--- config.mk ---
export PLATFORM = sky130hd
export DESIGN_NAME = freq_meter_ctrl
export DESIGN_NICKNAME = d
export VERILOG_FILES = /design/src/rtl/freq_meter_ctrl.sv
export SDC_FILE = /design/constraint.sdc
export NUM_CORES = 1
export LEC_CHECK = 0
export BUFFER_PORTS_ARGS = -buffer_cell sky130_fd_sc_hd__buf_4
export CORE_MARGIN = 8
export CORE_UTILIZATION = 30
export CTS_BUF_LIST = sky130_fd_sc_hd__clkbuf_8
export DETAILED_ROUTE_END_ITERATION = 7
export SYNTH_ARGS = -nofsm -noshare
export SYNTH_HDL_FRONTEND = slang
export SYNTH_SLANG_ARGS = --single-unit
--- constraint.sdc ---
create_clock -name clk -period 2.42 [get_ports clk]
set_input_delay 0.242 -clock clk [delete_from_list [all_inputs] [get_ports clk]]
set_output_delay 0.242 -clock clk [all_outputs]
set_load 0.005 [all_outputs]
--- src/rtl/freq_meter_ctrl.sv ---
`default_nettype none
// +-----------------------------------------------------------------------------+
// | freq_meter_ctrl : gate-time sequencer for a 4-digit BCD frequency counter   |
// | Revision : 1.0                                                              |
// +-----------------------------------------------------------------------------+
module freq_meter_ctrl #(
  parameter int GATE_CYCLES = 50_000_000,
  parameter int HOLD_CYCLES = 25_000_000,
  parameter int TW          = 26
) (
  input  logic        clk,
  input  logic        rst,
  input  logic        start,
  input  logic        continuous,
  input  logic        stop,
  input  logic        sig_in,
  input  logic [15:0] cnt_val,
  output logic        cnt_clr,
  output logic        cnt_en,
  output logic [15:0] result,
  output logic        valid,
  output logic        ovf,
  output logic        busy
);

  typedef enum logic [2:0] {
    S_IDLE   = 3'd0,
    S_CLEAR  = 3'd1,
    S_SETTLE = 3'd2,
    S_GATE   = 3'd3,
    S_LATCH  = 3'd4,
    S_HOLD   = 3'd5
  } state_t;

  localparam logic [TW-1:0] c_gate_load = TW'(GATE_CYCLES - 1);
  localparam logic [TW-1:0] c_hold_load = TW'(HOLD_CYCLES - 1);
  localparam logic [15:0]   c_bcd_max   = 16'h9999;

  state_t          state_q, state_d;
  logic [TW-1:0]   timer_q, timer_d;
  logic            sync1_q, sync2_q, sync3_q;
  logic            cnt_en_q, cnt_en_d;
  logic            cnt_clr_q, cnt_clr_d;
  logic            valid_q, valid_d;
  logic            ovf_q, ovf_d;
  logic [15:0]     result_q, result_d;

  logic            w_edge;
  logic            w_sat;
  logic            w_gate_next;

  assign w_edge      = sync2_q & ~sync3_q;
  assign w_sat       = (cnt_val == c_bcd_max);
  assign w_gate_next = (state_d == S_GATE);

  always_comb begin
    state_d = state_q;
    timer_d = timer_q;
    unique case (state_q)
      S_IDLE:   if (start) state_d = S_CLEAR;
      S_CLEAR:  state_d = S_SETTLE;
      S_SETTLE: begin
        state_d = S_GATE;
        timer_d = c_gate_load;
      end
      S_GATE: begin
        if (timer_q == '0) state_d = S_LATCH;
        else               timer_d = timer_q - TW'(1);
      end
      S_LATCH: begin
        state_d = S_HOLD;
        timer_d = c_hold_load;
      end
      S_HOLD: begin
        if (timer_q == '0) state_d = continuous ? S_CLEAR : S_IDLE;
        else               timer_d = timer_q - TW'(1);
      end
      default: state_d = S_IDLE;
    endcase
    if (stop) state_d = S_IDLE;
  end

  // The enable is registered, so an edge is forwarded only when the cycle
  // that carries its enable is itself a gate cycle. This keeps cnt_en out
  // of LATCH and makes the last gate increment visible during LATCH.
  always_comb begin
    cnt_en_d  = w_gate_next & w_edge & ~w_sat;
    cnt_clr_d = (state_d == S_CLEAR);
    valid_d   = (state_q == S_LATCH) & ~stop;
    result_d  = valid_d ? cnt_val : result_q;
    ovf_d     = ovf_q;
    if ((state_q == S_CLEAR) && !stop) ovf_d = 1'b0;
    if (w_gate_next && w_edge && w_sat) ovf_d = 1'b1;
  end

  always_ff @(posedge clk or negedge rst) begin
    if (!rst) begin
      state_q   <= S_IDLE;
      timer_q   <= '0;
      sync1_q   <= 1'b0;
      sync2_q   <= 1'b0;
      sync3_q   <= 1'b0;
      cnt_en_q  <= 1'b0;
      cnt_clr_q <= 1'b0;
      valid_q   <= 1'b0;
      ovf_q     <= 1'b0;
      result_q  <= 16'h0000;
    end else begin
      state_q   <= state_d;
      timer_q   <= timer_d;
      sync1_q   <= sig_in;
      sync2_q   <= sync1_q;
      sync3_q   <= sync2_q;
      cnt_en_q  <= cnt_en_d;
      cnt_clr_q <= cnt_clr_d;
      valid_q   <= valid_d;
      ovf_q     <= ovf_d;
      result_q  <= result_d;
    end
  end

  assign cnt_en  = cnt_en_q;
  assign cnt_clr = cnt_clr_q;
  assign valid   = valid_q;
  assign ovf     = ovf_q;
  assign result  = result_q;
  assign busy    = (state_q != S_IDLE);

endmodule
`default_nettype wire

After elaboration in Yosys (flattened, before gate mapping)
Index checks and enable logic that the tools add are counted.

Register bits: 52. Word-level logic and storage cells: 48. Input bits: 22. Output and inout port bits: 21.

Add/subtract/negate cells: 1. Equality and inequality tests: 9. Bitwise logic cells: 7. Reductions and logical operators: 11. Multiplexer cells: 10.

Operators with widths (count): $pmux W26 S3 (1); $logic_not A26 Y1 (1); $mux W26 (1); $sub A26 B1 Y26 const B (1); $pmux W3 S6 (1); $eq A16 B16 Y1 const B (1); $mux W3 (4); $eq A3 B2 Y1 const B (3); $eq A3 B1 Y1 const B (2); $eq A3 B3 Y1 const B (2); $reduce_bool A3 Y1 (2); $and A1 B1 Y1 (4); $logic_and A1 B1 Y1 (3); $logic_not A3 Y1 (1); $mux W1 (3); $not A1 Y1 (3); $ne A2 B2 Y1 const B (1); $reduce_and A2 Y1 (1); $reduce_bool A2 Y1 (1); $reduce_or A2 Y1 (1); $logic_not A1 Y1 (1).

Depth between registers and ports, before layout
Gate-level depths: netlist of run 1.

Word-level depth: 8. Depth in mapped cells: 9. Gate-level depth less buffers: 7.

Worst setup path before layout of run 1
OpenSTA, ideal clock, no wires.

Path type: register to register. Start: register timer_q[10]. End: register timer_q[15]. Path slack: 0.250 ns. Clock period less this slack: 2.170 ns. Setup time: 0.119 ns. Stages on the path, launching flop included: 7. Path buffers: 1. Data required time: 2.301 ns. Arrival time: 2.051 ns. Cell sequence: dfrtp_1 > or4_1 > buf_2 > or4_4 > o21ai_2 > o21ba_1 > o21a_1.

Longest elaborated chain between the ends: 3. Elaborated cells on any way between the ends: 6. Classes of those cells: add/sub: 1; eq/ne: 1; mux: 2; reduce/logical: 2.

RTL lines: start: declaration (line 40) `logic [TW-1:0] timer_q, timer_d;`; start signal: assignment (line 110) `timer_q <= timer_d;`; $sub A26 B1 Y26 / $logic_not A26 Y1 (equally long branches); $mux W26 / $ne A2 B2 Y1 (equally long branches); $pmux W26 S3 / $reduce_and A2 Y1 (equally long branches).

Several ways; a longest one is shown, not always the timed one. The select of a mux whose other input is x is not followed. A chain may end at the register's enable or synchronous reset.

Final worst setup path of run 1
Start: register timer_q[14]. End: register timer_q[15].

Same word-level chain as after synthesis.

==> results of run 1 <==
## worst max-delay path, stage by stage (launching register included)
cell and delay (ps):
sky130_fd_sc_hd__dfrtp_1 440, sky130_fd_sc_hd__or4_1 620, sky130_fd_sc_hd__or4_4 540, sky130_fd_sc_hd__o21ai_2 190
sky130_fd_sc_hd__o21ba_1 170, sky130_fd_sc_hd__o21a_1 160
## per-layer routing
layer	vias up	routed length, um	track usage
met1	1196	3497	0.1612
met4	0	68	0.04317
met2	76	3341	0.1955
met3	6	574	0.03865
li1	1177	-	-
met5	-	0	0
## cell type report
class	instances	area [um^2]	share of cell area
Clock buffer	6	82.58	0.02397
Inverter	9	33.78	0.009804
Tap cell	111	138.9	0.04031
Clock inverter	2	11.26	0.003268
Timing Repair Buffer	65	490.5	0.1423
Multi-Input combinational cell	205	1388	0.4027
Sequential cell	52	1301	0.3776
## metrics by stage
step / setup slack (ps) / cells
floorplan: 250.4 / 277
global placement: 127.6 / 441
detailed placement: 59.26 / 441
CTS: 55.71 / 450
global route: 45.27 / 450
finish: 197.6 / 450
## cells by family (layout without fill, tap and decap cells)
| family | count (synthesis) | count (layout) | synth area share |
|---|---|---|---|
| mux | 17 | 17 | 0.06872 |
| xor+xnor | 2 | 2 | 0.006330 |
| compound gates | 67 | 67 | 0.1650 |
| flops | 52 | 52 | 0.4702 |
| simple gates | 117 | 117 | 0.2482 |
| buf+inv | 20 | 82 | 0.03255 |
| fa+ha+maj | 2 | 2 | 0.009040 |
## final timing paths
| path | to | slack (ps) | cells after the start |
|---|---|---|---|
| worst max-delay path | timer_q[15] | 200 | 5 |
| worst min-delay path | sync1_q | 30 | 1 |
| worst max register to register | timer_q[15] | 200 | 5 |
| worst min register to register | sync2_q | 370 | 0 |
| max in group asynchronous | timer_q[15] | 1460 | 2 |
| min in group asynchronous | result[4] | 510 | 2 |
## layout by cell type, fill, tap and decap left out, types with 4 or more instances in the layout
cell type and instances:
sky130_fd_sc_hd__o21ai_0 4, sky130_fd_sc_hd__or3_1 5, sky130_fd_sc_hd__a21oi_1 13, sky130_fd_sc_hd__nor3_1 17
sky130_fd_sc_hd__nand3_1 8, sky130_fd_sc_hd__nor4_1 4, sky130_fd_sc_hd__buf_4 64, sky130_fd_sc_hd__nand2_1 15
sky130_fd_sc_hd__mux2_2 16, sky130_fd_sc_hd__dfrtp_1 52, sky130_fd_sc_hd__and4_1 4, sky130_fd_sc_hd__o21ai_1 7
sky130_fd_sc_hd__nor2_1 23, sky130_fd_sc_hd__nand4_1 7, sky130_fd_sc_hd__or4_1 6, sky130_fd_sc_hd__inv_1 10
sky130_fd_sc_hd__a311oi_1 4, sky130_fd_sc_hd__clkbuf_8 6, sky130_fd_sc_hd__a31oi_1 14, sky130_fd_sc_hd__a211oi_1 5
## power groups by stage
stage | Combinational (mW) | Sequential (mW) | Clock [mW]
5_1_grt | 0.449 | 1.08 | 0.577
6_report | 0.402 | 1.07 | 0.531
2_1_floorplan | 0.237 | 1.04 | 0
4_1_cts | 0.408 | 1.06 | 0.555
3_5_place_dp | 0.406 | 1.08 | 0
3_3_place_gp | 0.399 | 1.07 | 0
## registers in the layout (all words and copies together) (netlist names)
| register | flops |
|---|---|
| cnt_clr | 1 |
| cnt_en | 1 |
| ovf | 1 |
| result | 16 |
| state_q | 3 |
| sync1_q | 1 |
| sync2_q | 1 |
| sync3_q | 1 |
| timer_q | 26 |
| valid | 1 |
## what timing repair did
action | CTS | global route
resized for setup | 0 | 3
hold buffers | 1 | 0
setup endpoints to repair | 0 | 8
buffers inserted | 0 | 0
endpoints found under the hold margin | 50 | 0
==> results.txt, run 1 <==
Final cycle utilization of the critical path: 0.9184. Counting along the longest clock path gives a buffer depth of 2. Setup violations remaining at the end of the flow were counted as 0. The source-to-sink clock delay at the later pin of the worst-skew pair is 310 ps. The share of cells above drive strength 1 works out to 0.3009. The count of final hold-check violations is 0. The H-tree generated during clock tree synthesis spans 2 levels. Routability-driven placement finished with a final weighted congestion of 0.8436. STA classifies the critical path endpoint as a flop.

The die is 112.1 um tall. The portion of the post-synthesis area used by sequential elements is 0.4702. For the total global routing track utilization, the log shows 0.1254. For the pin with the worst max-slew slack, the measured transition is 673.6 ps. The average routed wire per standard cell was 16.63 um; the end-of-flow core utilization was 0.3783. The clock-pin slew on the worst setup and hold paths was 100 ps. The startpoint identified for the worst hold timing path is sig_in. The die covers 0.01256 mm^2. The tools report the remaining max-slew budget at the tightest pin as 0.5510.

After routing, the total negative slack on setup checks comes to 0 ps. The fraction of synthesis flops using an asynchronous set or reset pin was 1.000; the power per cell area was 580.1 mW/mm^2. The worst hold path belongs to the class in -> reg. Tracing the worst setup path back leads to its startpoint at timer_q[14]. After filler insertion, the fill cell instance count of the layout stands at 924. Data arrives at the worst endpoint at 2420 ps. Synthesis inferred 52 register bits. The run finished with clean final reports. Counting flops with a built-in enable in the synthesized netlist gives 0. Yosys mapped the design onto 60 distinct sky130hd cell types. The tools report the global-route congestion overflow total as 0. The share of total power consumed by net switching is 0.3025.

The die is 112.1 um wide. In the routed design, unresolved DRC markers number 0. Type of the setup path with the least slack: reg -> reg. The analysis attributes to cell leakage a power of 1.418 nW.

Detailed routing inserted a total of 2455 vias. After detailed placement, the total cell area comes to 0.003336 mm^2. After layout, the design draws a total of 1.999 mW. The Yosys step of the flow raised 0 warnings. After synthesis, the mean cell area works out to 9.992 um^2. In this run the worst path has a maximum fanout of 5. The logs give 7482 um for the total wirelength of the detailed-routed design and 53 for the largest net degree at the start of global routing. The number of design-rule violations left by the first detailed-router iteration was 140.

The internal power of the cells is 1.394 mW, and the post-route clock skew is 10.85 ps. The first global-routing pass estimated 13050 um of wire. The initial antenna violation count was 0.

In this run the count of I/O pins placed on the die edge is 43. The worst hold slack is 29.38 ps. The root buffer cell was sky130_fd_sc_hd__clkbuf_8. The portion of synthesized cell area occupied by the leading cell type was 0.4702.

Setup repair after global routing left no endpoint under its margin. The run gives 0.533 as the share of power burned in registers. The number of inserted diodes is 0, and the final net count is 362. In the synthesized netlist, the number of instances is 277.

The run gives 0.3029 mV as the worst IR drop on VDD. Via count of the first global-routing pass: 2602. The run gives 2620 ps as the worst endpoint required time. The via-per-instance ratio works out to 5.456. The total of buffers placed on input and output ports was 42. Proportion of power drawn by the clock network: 0.265. The synthesis-to-finish area growth works out to 24.50%. Across the run, the number of max-cap violations was 0.

The power dissipated by switching net loads was 0.6046 mW. The commonest cells after synthesis are sky130_fd_sc_hd__dfrtp_1, sky130_fd_sc_hd__nor2_1, sky130_fd_sc_hd__nor3_1, sky130_fd_sc_hd__mux2_2, sky130_fd_sc_hd__nand2_1. The logs give 0 for the post-detailed-route count of antenna-violating nets and 5 for the TritonCTS buffer count. The max-slew violation count was 0; the floorplan row count was 35. The run gives 301 as the synthesized net count. In the synthesized netlist the dominant register cell turns out to be sky130_fd_sc_hd__dfrtp_1. The worst reg2reg path startpoint is timer_q[14]. The combinational share of power was 0.201. The detailed placement HPWL came out at 5561 um. STA classifies the critical path startpoint as a flop.

The finished cells cover 0.003446 mm^2. The minimum period implied by the final worst setup slack came out at 2222 ps. The synthesized design spends more area on one cell type than any other, namely sky130_fd_sc_hd__dfrtp_1. For the highest clock rate, the log shows 0.4500 GHz.

In the post-synthesis netlist, the biggest area contributors are sky130_fd_sc_hd__dfrtp_1, sky130_fd_sc_hd__mux2_2, sky130_fd_sc_hd__nor3_1. The first detailed-routing pass took 4 iterations. The region available for standard cell placement spans 0.009109 mm^2.

The number of clock sinks seen by CTS came out at 52. For the initial core utilization, the log shows 0.3038. TritonCTS built the clock tree. The synthesized netlist occupies a cell area of 0.002768 mm^2. The dominant cell by count in the synthesized netlist is sky130_fd_sc_hd__dfrtp_1.
Power figures use the tool's default switching activity.
==> run 2: changes to the inputs <==
- CORE_UTILIZATION: 30 -> 50
- PLACE_DENSITY: not set -> 0.72
==> run 2 against run 1 <==
- worst hold slack improved by 4.4 ps
- critical path depth stayed put
- non-clock buffer count fell by 3
- first-iteration DRC count up 45%
- via count is 1.1% lower
- critical path type unchanged
- highest routed layer unchanged
==> results.txt, run 2 (synthesized netlist as in run 1, its figures left out) <==
The run finished with clean final reports. The minimum period implied by the final worst setup slack is 2232 ps (+10.03 ps). Floorplan die area: 0.008172 mm^2 (-35%). The root buffer cell is sky130_fd_sc_hd__clkbuf_8. The number of flip-flops in the largest register came out at 26 (unchanged). The final cycle utilization of the critical path is 0.9225 (+0.004144), and the initial core utilization is 0.5089 (+0.2050).

The top cell types in the final layout, fill and taps aside, are sky130_fd_sc_hd__buf_4, sky130_fd_sc_hd__dfrtp_1, sky130_fd_sc_hd__nor2_1. The logs give 12010 um (-8.0%) for the wire length of the first global-routing pass and 0 (unchanged) for the max-slew violation count. The detailed placement HPWL is 5067 um (-8.9%), and the total of buffers placed on input and output ports is 42 (unchanged). The peak per-stage delay on the critical path was 600 ps (-20 ps). The number of design-rule violations left by the first detailed-router iteration was 203 (+45%); the critical path data arrival time was 2430 ps (about the same).

TritonCTS built the clock tree. The power per cell area was 636.8 mW/mm^2 (+9.8%); the largest fanout on the critical path was 15 (+10). The critical path is of the reg -> reg type. The via count of the first global-routing pass came out at 2531 (-2.7%).

The post-detailed-route count of antenna-violating nets was 0 (unchanged). The critical path goes through or4_4, nor4_4, nand2_2, and2_0, o311a_1. The worst setup path is captured at a flop. Largest net degree at the start of global routing: 53 (unchanged).

First-pass detailed-route iteration total: 4 (unchanged). The most common cell after layout, fill and taps aside is sky130_fd_sc_hd__buf_4. The setup TNS is 0 ps (unchanged). Counting flops per register, the top entry is timer_q. The worst hold slack came out at 33.83 ps (+4.449 ps). The kind of cell with the highest combined delay along the critical path is simple AND/OR/NAND/NOR gates. The via-per-instance ratio came out at 5.966 (+9.3%). The largest individual stage delay along the critical path comes from the cell sky130_fd_sc_hd__or4_4.

The number of clock sinks seen by CTS came out at 52 (unchanged). For the total core area, the log shows 0.005439 mm^2 (-40%). The total I/O pin count was 43 (unchanged); the die boundary height was 90.40 um (-19%). Total placed cells including tap cells: 399 (-9.5%). For the count of max-cap constraint violations, the log shows 0 (unchanged). The global-route congestion overflow total came out at 0 (unchanged).

The number of H-tree levels is 2 (unchanged), and the post-route clock skew is 6.422 ps (-4.426 ps). The vias after detailed routing came out at 2428 (-1.1%). The area growth from synthesis to layout is 23.10%. The setup slack of the most critical reg-to-reg path is 190 ps (about the same). The clock-pin slew on the worst setup and hold paths was 100 ps (about the same). The worst setup slack before clock tree synthesis was 126.5 ps (+67.21 ps); the transition time at the pin with the least slew margin was 667.8 ps (-5.767 ps). The run gives 0 (unchanged) as the total setup buffers inserted after CTS.

The number of inserted diodes came out at 0 (unchanged). The total wirelength of the detailed-routed design is 7035 um (-6.0%), and the critical path buffer and inverter count is 0 (unchanged). The final net count was 359 (-0.83%); the share of cells above drive strength 1 was 0.2896 (-0.01133). The count of final hold-check violations was 0 (unchanged); the worst IR drop on VDD was 0.3729 mV (+23%).

The TritonCTS buffer count came out at 5 (unchanged). For the global placement routability congestion, the log shows 0.9083 (+7.7%). Average routed wire per standard cell: 17.29 um (+4.0%).

Setup repair after global routing left no endpoint under its margin. The worst hold path belongs to the class in -> reg. The initial antenna violation count was 0 (unchanged); the post-route non-filler standard cell count was 407 (-9.6%). The tools report the count of unresolved DRC violations after routing as 0 (unchanged). The worst endpoint required time is 2620 ps (about the same).

The tools report the source-to-sink clock delay at the later pin of the worst-skew pair as 310 ps (about the same). The width of the die works out to 90.40 um (-19%). The logs give 2 (unchanged) for the clock tree buffer depth and 0.5548 (+0.003844) for the remaining max-slew budget at the tightest pin.

The worst setup path is launched from a flop. The floorplan row count was 27 (-23%); the post-layout worst setup margin was 187.5 ps (-10.03 ps). The run gives 1.419 nW (+0.10%) as the total leakage power.

Final number of setup-violating endpoints: 0 (unchanged). The tools report the total global routing track utilization as 0.1751 (+0.04973). The highest clock rate is 0.4479 GHz (-0.45%).
-- run 2: changes by cell type in the layout (fill, tap and decap cells not counted) --
cell and delta:
sky130_fd_sc_hd__clkinvlp_4 -1, sky130_fd_sc_hd__bufinv_16 +2, sky130_fd_sc_hd__clkbuf_8 -1, sky130_fd_sc_hd__and4b_2 -1
sky130_fd_sc_hd__and2_2 -1, sky130_fd_sc_hd__inv_1 -1, sky130_fd_sc_hd__buf_4 -3, sky130_fd_sc_hd__and2_1 +1
sky130_fd_sc_hd__and4b_1 +1
-- run 2: what timing repair did --
action,in CTS,in global routing
endpoints found under the setup margin,0,2
hold buffers,1,0
resized for setup,0,1
endpoints found under the hold margin,52,0
-- run 2: cell type report --
class | count | area (um^2)
Sequential cell | 52 | 1301
Clock buffer | 5 | 68.82
Fill cell | 467 | 2032
Inverter | 9 | 33.78
Tap cell | 72 | 90.09
Timing Repair Buffer | 62 | 467.9
Multi-Input combinational cell | 205 | 1385
Clock inverter | 2 | 60.06
-- run 2: where the power goes --
part / switching [mW] / internal [mW] / leakage (nW)
Sequential: 0.109 / 0.960 / 0.611
Clock: 0.293 / 0.407 / 0.0642
Combinational: 0.197 / 0.203 / 0.743
Total: 0.600 / 1.57 / 1.42
-- run 2: worst reg2reg max path, cell delays in order, from the launching register on --
cell and delay [ps]:
sky130_fd_sc_hd__dfrtp_1 430, sky130_fd_sc_hd__or4_4 600, sky130_fd_sc_hd__nor4_4 360, sky130_fd_sc_hd__nand2_2 250, sky130_fd_sc_hd__and2_0 210, sky130_fd_sc_hd__o311a_1 280
-- run 2: worst paths after layout --
path / end / depth (start not counted) / from
max in group asynchronous: timer_q[25] / 2 / rst
min reg2reg: sync2_q / 0 / sync1_q
max: timer_q[17] / 5 / timer_q[10]
max reg2reg: timer_q[17] / 5 / timer_q[10]
min in group asynchronous: timer_q[3] / 2 / rst
min: sync1_q / 1 / sig_in
-- run 2: routing by layer --
metal	part of all wire	vias to the layer above	track usage
met1	0.44	1161	0.2202
met3	0.095	5	0.06318
li1	-	1169	-
met4	0.0087	0	0.05825
met5	0	-	0
met2	0.46	93	0.2718
-- run 2: through the flow --
stage	cell area (um^2)	util	total power [mW]
floorplan	2768	-	1.280
global placement	3264	0.6002	1.472
detailed placement	3264	0.6002	1.483
CTS	3403	0.6257	2.189
global route	3407	0.6264	2.282
finish	3407	0.6264	2.170
